===== config.mk =====
export PLATFORM = sky130hd
export DESIGN_NAME = elink_frame_assembler
export DESIGN_NICKNAME = d
export VERILOG_FILES = /design/src/rtl/elink_frame_assembler.sv
export SDC_FILE = /design/constraint.sdc
export NUM_CORES = 1
export LEC_CHECK = 0
export CAP_MARGIN = 20
export CORE_MARGIN = 3
export CORE_UTILIZATION = 45
export DETAILED_ROUTE_END_ITERATION = 8
export PLACE_DENSITY = 0.69
export SYNTH_ARGS = -nofsm -noshare
export SYNTH_HDL_FRONTEND = slang
export SYNTH_SLANG_ARGS = --single-unit

===== constraint.sdc =====
create_clock -name bitCLKx4 -period 11.01 [get_ports bitCLKx4]
set_input_delay 1.101 -clock bitCLKx4 [delete_from_list [all_inputs] [get_ports bitCLKx4]]
set_output_delay 1.101 -clock bitCLKx4 [all_outputs]
set_load 0.01 [all_outputs]

===== src/rtl/elink_frame_assembler.sv =====
// Rebuilds SOP..EOP byte packets from the E-link 8b10b decoder into fixed-width
// frames with a valid/ready output register and malformed-packet accounting.
module elink_frame_assembler #(
  parameter int N_BYTES = 10,
  parameter int FRAME_W = 76,
  parameter int CNT_W   = 16
) (
  input  logic               bitCLKx4,
  input  logic               reset,
  input  logic [7:0]         dec_data,
  input  logic [1:0]         dec_code,
  input  logic               dec_rdy,
  output logic [FRAME_W-1:0] frame_data,
  output logic               frame_valid,
  input  logic               frame_ready,
  output logic               err_short,
  output logic               err_long,
  output logic               err_ovf,
  output logic [CNT_W-1:0]   frame_cnt,
  output logic [7:0]         err_cnt
);

  localparam int CW = $clog2(N_BYTES + 1);
  localparam logic [CW-1:0] N_CNT = CW'(N_BYTES);
  localparam logic [1:0] C_DATA = 2'b00;
  localparam logic [1:0] C_EOP  = 2'b01;
  localparam logic [1:0] C_SOP  = 2'b10;

  typedef enum logic [1:0] {S_IDLE, S_COLLECT, S_DISCARD} state_t;

  state_t               state_q;
  logic [CW-1:0]        cnt_q;
  logic [FRAME_W-1:0]   shift_q;
  logic [FRAME_W-1:0]   shift_d;
  logic [FRAME_W-1:0]   frame_data_q;
  logic                 frame_valid_q;
  logic                 err_short_q;
  logic                 err_long_q;
  logic                 err_ovf_q;
  logic [CNT_W-1:0]     frame_cnt_q;
  logic [7:0]           err_cnt_q;
  logic [7:0]           err_cnt_d;

  logic is_data;
  logic is_eop;
  logic is_sop;
  logic cnt_full;
  logic out_free;

  assign is_data  = dec_rdy && (dec_code == C_DATA);
  assign is_eop   = dec_rdy && (dec_code == C_EOP);
  assign is_sop   = dec_rdy && (dec_code == C_SOP);
  assign cnt_full = (cnt_q == N_CNT);
  assign out_free = !frame_valid_q || frame_ready;

  // Register is only FRAME_W wide: shifting naturally drops the leading bits
  // that would be truncated from the full 8*N_BYTES concatenation anyway.
  assign shift_d   = FRAME_W'({shift_q, dec_data});
  assign err_cnt_d = (err_cnt_q == 8'hFF) ? err_cnt_q : err_cnt_q + 8'd1;

  always_ff @(posedge bitCLKx4 or posedge reset) begin
    if (reset) begin
      state_q       <= S_IDLE;
      cnt_q         <= '0;
      shift_q       <= '0;
      frame_data_q  <= '0;
      frame_valid_q <= 1'b0;
      err_short_q   <= 1'b0;
      err_long_q    <= 1'b0;
      err_ovf_q     <= 1'b0;
      frame_cnt_q   <= '0;
      err_cnt_q     <= '0;
    end else begin
      err_short_q <= 1'b0;
      err_long_q  <= 1'b0;
      err_ovf_q   <= 1'b0;
      if (frame_valid_q && frame_ready) begin
        frame_valid_q <= 1'b0;
      end
      case (state_q)
        S_IDLE: begin
          if (is_sop) begin
            state_q <= S_COLLECT;
            cnt_q   <= '0;
          end
        end
        S_COLLECT: begin
          if (is_data) begin
            if (!cnt_full) begin
              shift_q <= shift_d;
              cnt_q   <= cnt_q + CW'(1);
            end else begin
              err_long_q <= 1'b1;
              err_cnt_q  <= err_cnt_d;
              state_q    <= S_DISCARD;
            end
          end else if (is_eop) begin
            state_q <= S_IDLE;
            if (!cnt_full) begin
              err_short_q <= 1'b1;
              err_cnt_q   <= err_cnt_d;
            end else if (out_free) begin
              // A load on the handshake edge overrides the valid clear above.
              frame_data_q  <= shift_q;
              frame_valid_q <= 1'b1;
              frame_cnt_q   <= frame_cnt_q + CNT_W'(1);
            end else begin
              err_ovf_q <= 1'b1;
              err_cnt_q <= err_cnt_d;
            end
          end else if (is_sop) begin
            err_short_q <= 1'b1;
            err_cnt_q   <= err_cnt_d;
            cnt_q       <= '0;
          end
        end
        S_DISCARD: begin
          if (is_eop) begin
            state_q <= S_IDLE;
          end else if (is_sop) begin
            state_q <= S_COLLECT;
            cnt_q   <= '0;
          end
        end
        default: state_q <= S_IDLE;
      endcase
    end
  end

  assign frame_data  = frame_data_q;
  assign frame_valid = frame_valid_q;
  assign err_short   = err_short_q;
  assign err_long    = err_long_q;
  assign err_ovf     = err_ovf_q;
  assign frame_cnt   = frame_cnt_q;
  assign err_cnt     = err_cnt_q;

endmodule


# After elaboration in Yosys (flattened, before gate mapping)
# Index checks and enable logic that the tools add are counted.
# word_totals
mem_bits_rw	0
latch_bits	0
n_memories	0
word_cells	78
romBits	0
in_bits	14
ff_bits	186
# op_classes
n_eq_ne	11
mul	0
n_reduce_logical	15
magnitude_cmp	0
mux	37
bitwise	2
shift	0
add_sub_neg	3
n_div	0
# op_table
cell	n
$mux W8	7
$mux W1	19
$add A16 B1 Y16 const B	1
$mux W4	4
$pmux W4 S3	1
$mux W2	5
$ne A3 B3 Y1 const B	3
$add A8 B1 Y8 const B	1
$eq A8 B8 Y1 const B	1
$pmux W2 S3	1
$reduce_bool A3 Y1	2
$reduce_and A5 Y1	1
$add A4 B1 Y4 const B	1
$eq A2 B1 Y1 const B	2
$eq A2 B2 Y1 const B	2
$eq A4 B4 Y1 const B	1
$logic_and A1 B1 Y1	4
$logic_not A2 Y1	2
$ne A4 B4 Y1 const B	1
$reduce_and A2 Y1	2
$reduce_and A4 Y1	1
$reduce_and A3 Y1	1
$ne A2 B1 Y1 const B	1
$not A1 Y1	2
2 further kinds	2

# Longest topological paths before layout
# logic_depth
ltp_word	7
depth_mapped	10
ltp_nobuf	7

# Least setup slack after synthesis
# No wires, ideal clock.
# synth_path
path_type	input -> register
startpoint	input port dec_code[1]
endpoint	register frame_data_q[10] (netlist: frame_data[10])
setup_time_ps	125
required_ps	10885
path_stages	6
slack_ps	8475
path_buffers	3
arrival_ps	2410
cell_sequence	clkbuf_1 nand2b_1 nor4b_2 buf_4 buf_4 mux2_2
# synth_between
elab_chain_len	4
# synth_lines
element	line	text
start: declaration	11	input logic [1:0] dec_code,
$logic_not A2 Y1	50	assign is_data = dec_rdy && (dec_code == C_DATA);
$logic_and A1 B1 Y1	50	
$not A1 Y1 (no line)	--	
$reduce_and A5 Y1 (no line) *	--	
end signal: assignment	104	frame_data_q <= shift_q;
end: declaration	35	logic [FRAME_W-1:0] frame_data_q;
# Every way passes the cells marked *; elsewhere a longest branch is shown, timed or not.
# A chain may end at the register's enable or synchronous reset.

# Worst setup path after layout
# layout_path
startpoint	input port dec_code[0]
endpoint	register frame_cnt_q[6] (netlist: frame_cnt[6])
# layout_between
elab_chain_len	4
# layout_lines
element	line	text
$logic_not A2 Y1	50	
$logic_and A1 B1 Y1	50	
$not A1 Y1 (no line)	--	
$reduce_and A5 Y1 (no line) *	--	
end signal: assignment	106	frame_cnt_q <= frame_cnt_q + CNT_W'(1);
end: declaration	40	logic [CNT_W-1:0] frame_cnt_q;
# Marks and branches as above.

==> results.cfg <==
[critical_path]
arrival_ns = 4.09
setup.worst_path.class = input pin to flip-flop
r2r-end = frame_cnt[6]
r2r_slack_ns = 7.78
r2r.worst_path.cells = 9
startpoint_type = input pin
r2r-start = state_q[1]
crit_required_ns = 11.34
cp-end-kind = flip-flop
cp_max_fo = 47

[synthesis]
synth.avg_cell_area_um2 = 11.4
synth_edf_count = 0
async_flop_share_pct = 100
synth_cells = 659
synthesis.nets = 681
synth_commonest_cells = nand2_1 (242), dfrtp_1 (186), mux2_2 (78)
ys_types = 43
synth_area_um2 = 7500
yosysTopAreaCell = dfrtp_1
synth.yosys.warnings = 0
ys_ff_latch = 186
synth_top_area_share_pct = 62.0
yosysMostFrequentCell = nand2_1
seq_area_frac_synth_pct = 62.0
synthTopCellsByArea = dfrtp_1 (62%), nand2_1 (12%), mux2_2 (12%), xor2_1 (1.6%), ha_1 (1.3%)
synth_flop_cell = dfrtp_1

[die]
dieArea_um2 = 18300
die_h_um = 135
io_pins = 118
start_util_pct = 46.6
die_w_um = 135
core_area_um2 = 16100
num_rows = 46

[routing]
ant_nets = 0
routedWlPerCell_um = 15.4
routed_wirelength_mm = 15.4
via_per_inst = 5.04
vias = 5014
drtIter0Drc = 308
firstDrtPassIters = 4
route.detailed.drc = 0

[status]
status = complete, no violations

[clock_network]
clk_pin_slew_ns = 0.06
cts_buffers = 17
root_buffer = clkbuf_16
postCtsSetupBuffers = 0
cts-htree-levels = 4
cts_tree = yes
cts-hold-fix-buffers = 0
cts_num_sinks = 186
clockBufferDepth = 2
cts_resized = 0
clock_latency_ns = 0.42

[global_routing]
grt_usage_pct = 17.5
grt_max_degree = 110
grt_pass1_vias = 5113
grt_pass1_wl_mm = 25.7
globalRouteOverflowTotal = 0
antenna_found_initial = 0
grt_use_met1_pct = 23.3
top_usage_layer = met2
grt_use_met2_pct = 28.7
grt_use_met3_pct = 3.68

[power_and_ir_drop]
power_mw = 1.54
p_leak_nw = 4.71
p_per_area_nw_per_um2 = 164
irDropWorstVdd_uv = 114

[placed_design]
gp_routability_congestion = 0.843
dp_hpwl_mm = 9.96
placed_cells = 963
place_area_um2 = 8790
portBuffers = 117

[timing]
rsz0062_at_grt = no
finalSetupViolCount = 0
maxSlewHeadroom_pct = 36.6
max_clock_freq_ghz = 0.266
period_share_pct = 34.1
fin_setup_tns_ns = 0
fin_skew_ns = 0.00751
layout_min_cycle_time_ns = 3.75
hold_violations = 0
finalMaxSlewViolations = 0
tightest_slew_ns = 0.952

[finish]
fillerInstances = 1318
nNetsFinal = 788
ff_latch_area_um2 = 4650
multi_input_area_um2 = 2640
drive_gt1_share_pct = 15.2
stdcell_area_um2 = 9370
n_antenna_cell = 0
utilization_pct = 58.1
layout.cells.non_filler = 994
area_growth_syn_to_layout_pct = 24.8

[worst_hold_path]
hp-class = flip-flop to flip-flop
hold_depth = 2
holdPathEnd = shift_q[72]
worstHoldStart = shift_q[72]

[flow_run]
maxCapViolCount = 0
-- power breakdown --
part	internal [mW]	total, mW	switching, mW
registers	0.745	0.798	0.0527
logic	0.0577	0.147	0.0896
clock network	0.346	0.593	0.247
total	1.15	1.54	0.390
-- layout make-up --
cell class	count	area share (%)
Clock inverter	10	1.24
Inverter	5	0.281
Timing Repair Buffer	121	12.8
Clock buffer	21	4.92
Multi-Input combinational cell	435	28.1
Sequential cell	186	49.7
Tap cell	216	2.89
-- how the worst max path moves through the flow --
| stage | start | endpoint | slack [ns] | cells after the start |
|---|---|---|---|---|
| floorplan | reset | cnt_q[0] | 4.85 | 1 |
| global placement | dec_code[0] | frame_cnt[8] | 6.95 | 8 |
| CTS | dec_code[0] | frame_cnt[6] | 7.24 | 8 |
| global route | dec_code[0] | frame_cnt[8] | 7.04 | 8 |
| detailed placement | dec_code[0] | frame_cnt[6] | 6.79 | 8 |
| finish | dec_code[0] | frame_cnt[6] | 7.26 | 8 |
-- layout by cell type, fill, tap and decap left out, types with 8 or more instances in the layout --
master	n
clkbuf_16	17
ha_1	8
xor2_1	14
clkdlybuf4s50_1	117
nand2_1	242
dfrtp_1	186
mux2_2	78
nand4_1	10
nor2_1	10
-- worst max-delay path, cell delays in order --
cell	delay, ns
clkdlybuf4s50_1	0.80
nand2b_1	0.19
nor4b_4	0.23
buf_4	0.47
buf_4	0.61
nand4_1	0.27
nor2_1	0.19
xor2_1	0.18
-- sequential cells by signal (all words and copies together) (netlist names) --
signal	cells
state_q	2
frame_cnt	16
shift_q	76
err_ovf	1
err_cnt	8
err_short	1
cnt_q	4
frame_data	76
frame_valid	1
err_long	1
-- metrics by stage --
stage	hold WS, ns	worst slack (ns)
after detailed placement	0.458	6.79
after floorplan	0.439	4.85
after global placement	0.454	6.95
final	0.471	7.26
after CTS	0.476	7.24
after global routing	0.497	7.04
-- cell families (layout without fill, tap and decap cells) --
| family | after synthesis | in the layout | share of synthesized area (%) |
|---|---|---|---|
| muxes | 81 | 81 | 12.1 |
| DFF | 186 | 186 | 62.0 |
| xor gates and xnor gates | 20 | 20 | 2.33 |
| and+or+nand+nor | 301 | 301 | 16.9 |
| adders and majority gates | 8 | 8 | 1.33 |
| buffers and inverters | 38 | 157 | 3.07 |
| AOI/OAI and AO/OA | 25 | 25 | 2.15 |
-- routing by layer --
layer	wire, um	up-vias	part of all wire [%]
met5	0	-	0
met4	299	0	1.9
met3	642	19	4.2
met2	7610	118	50
met1	6800	2496	44
li1	-	2381	-
Note: power is estimated with default switching activity, not from simulation.
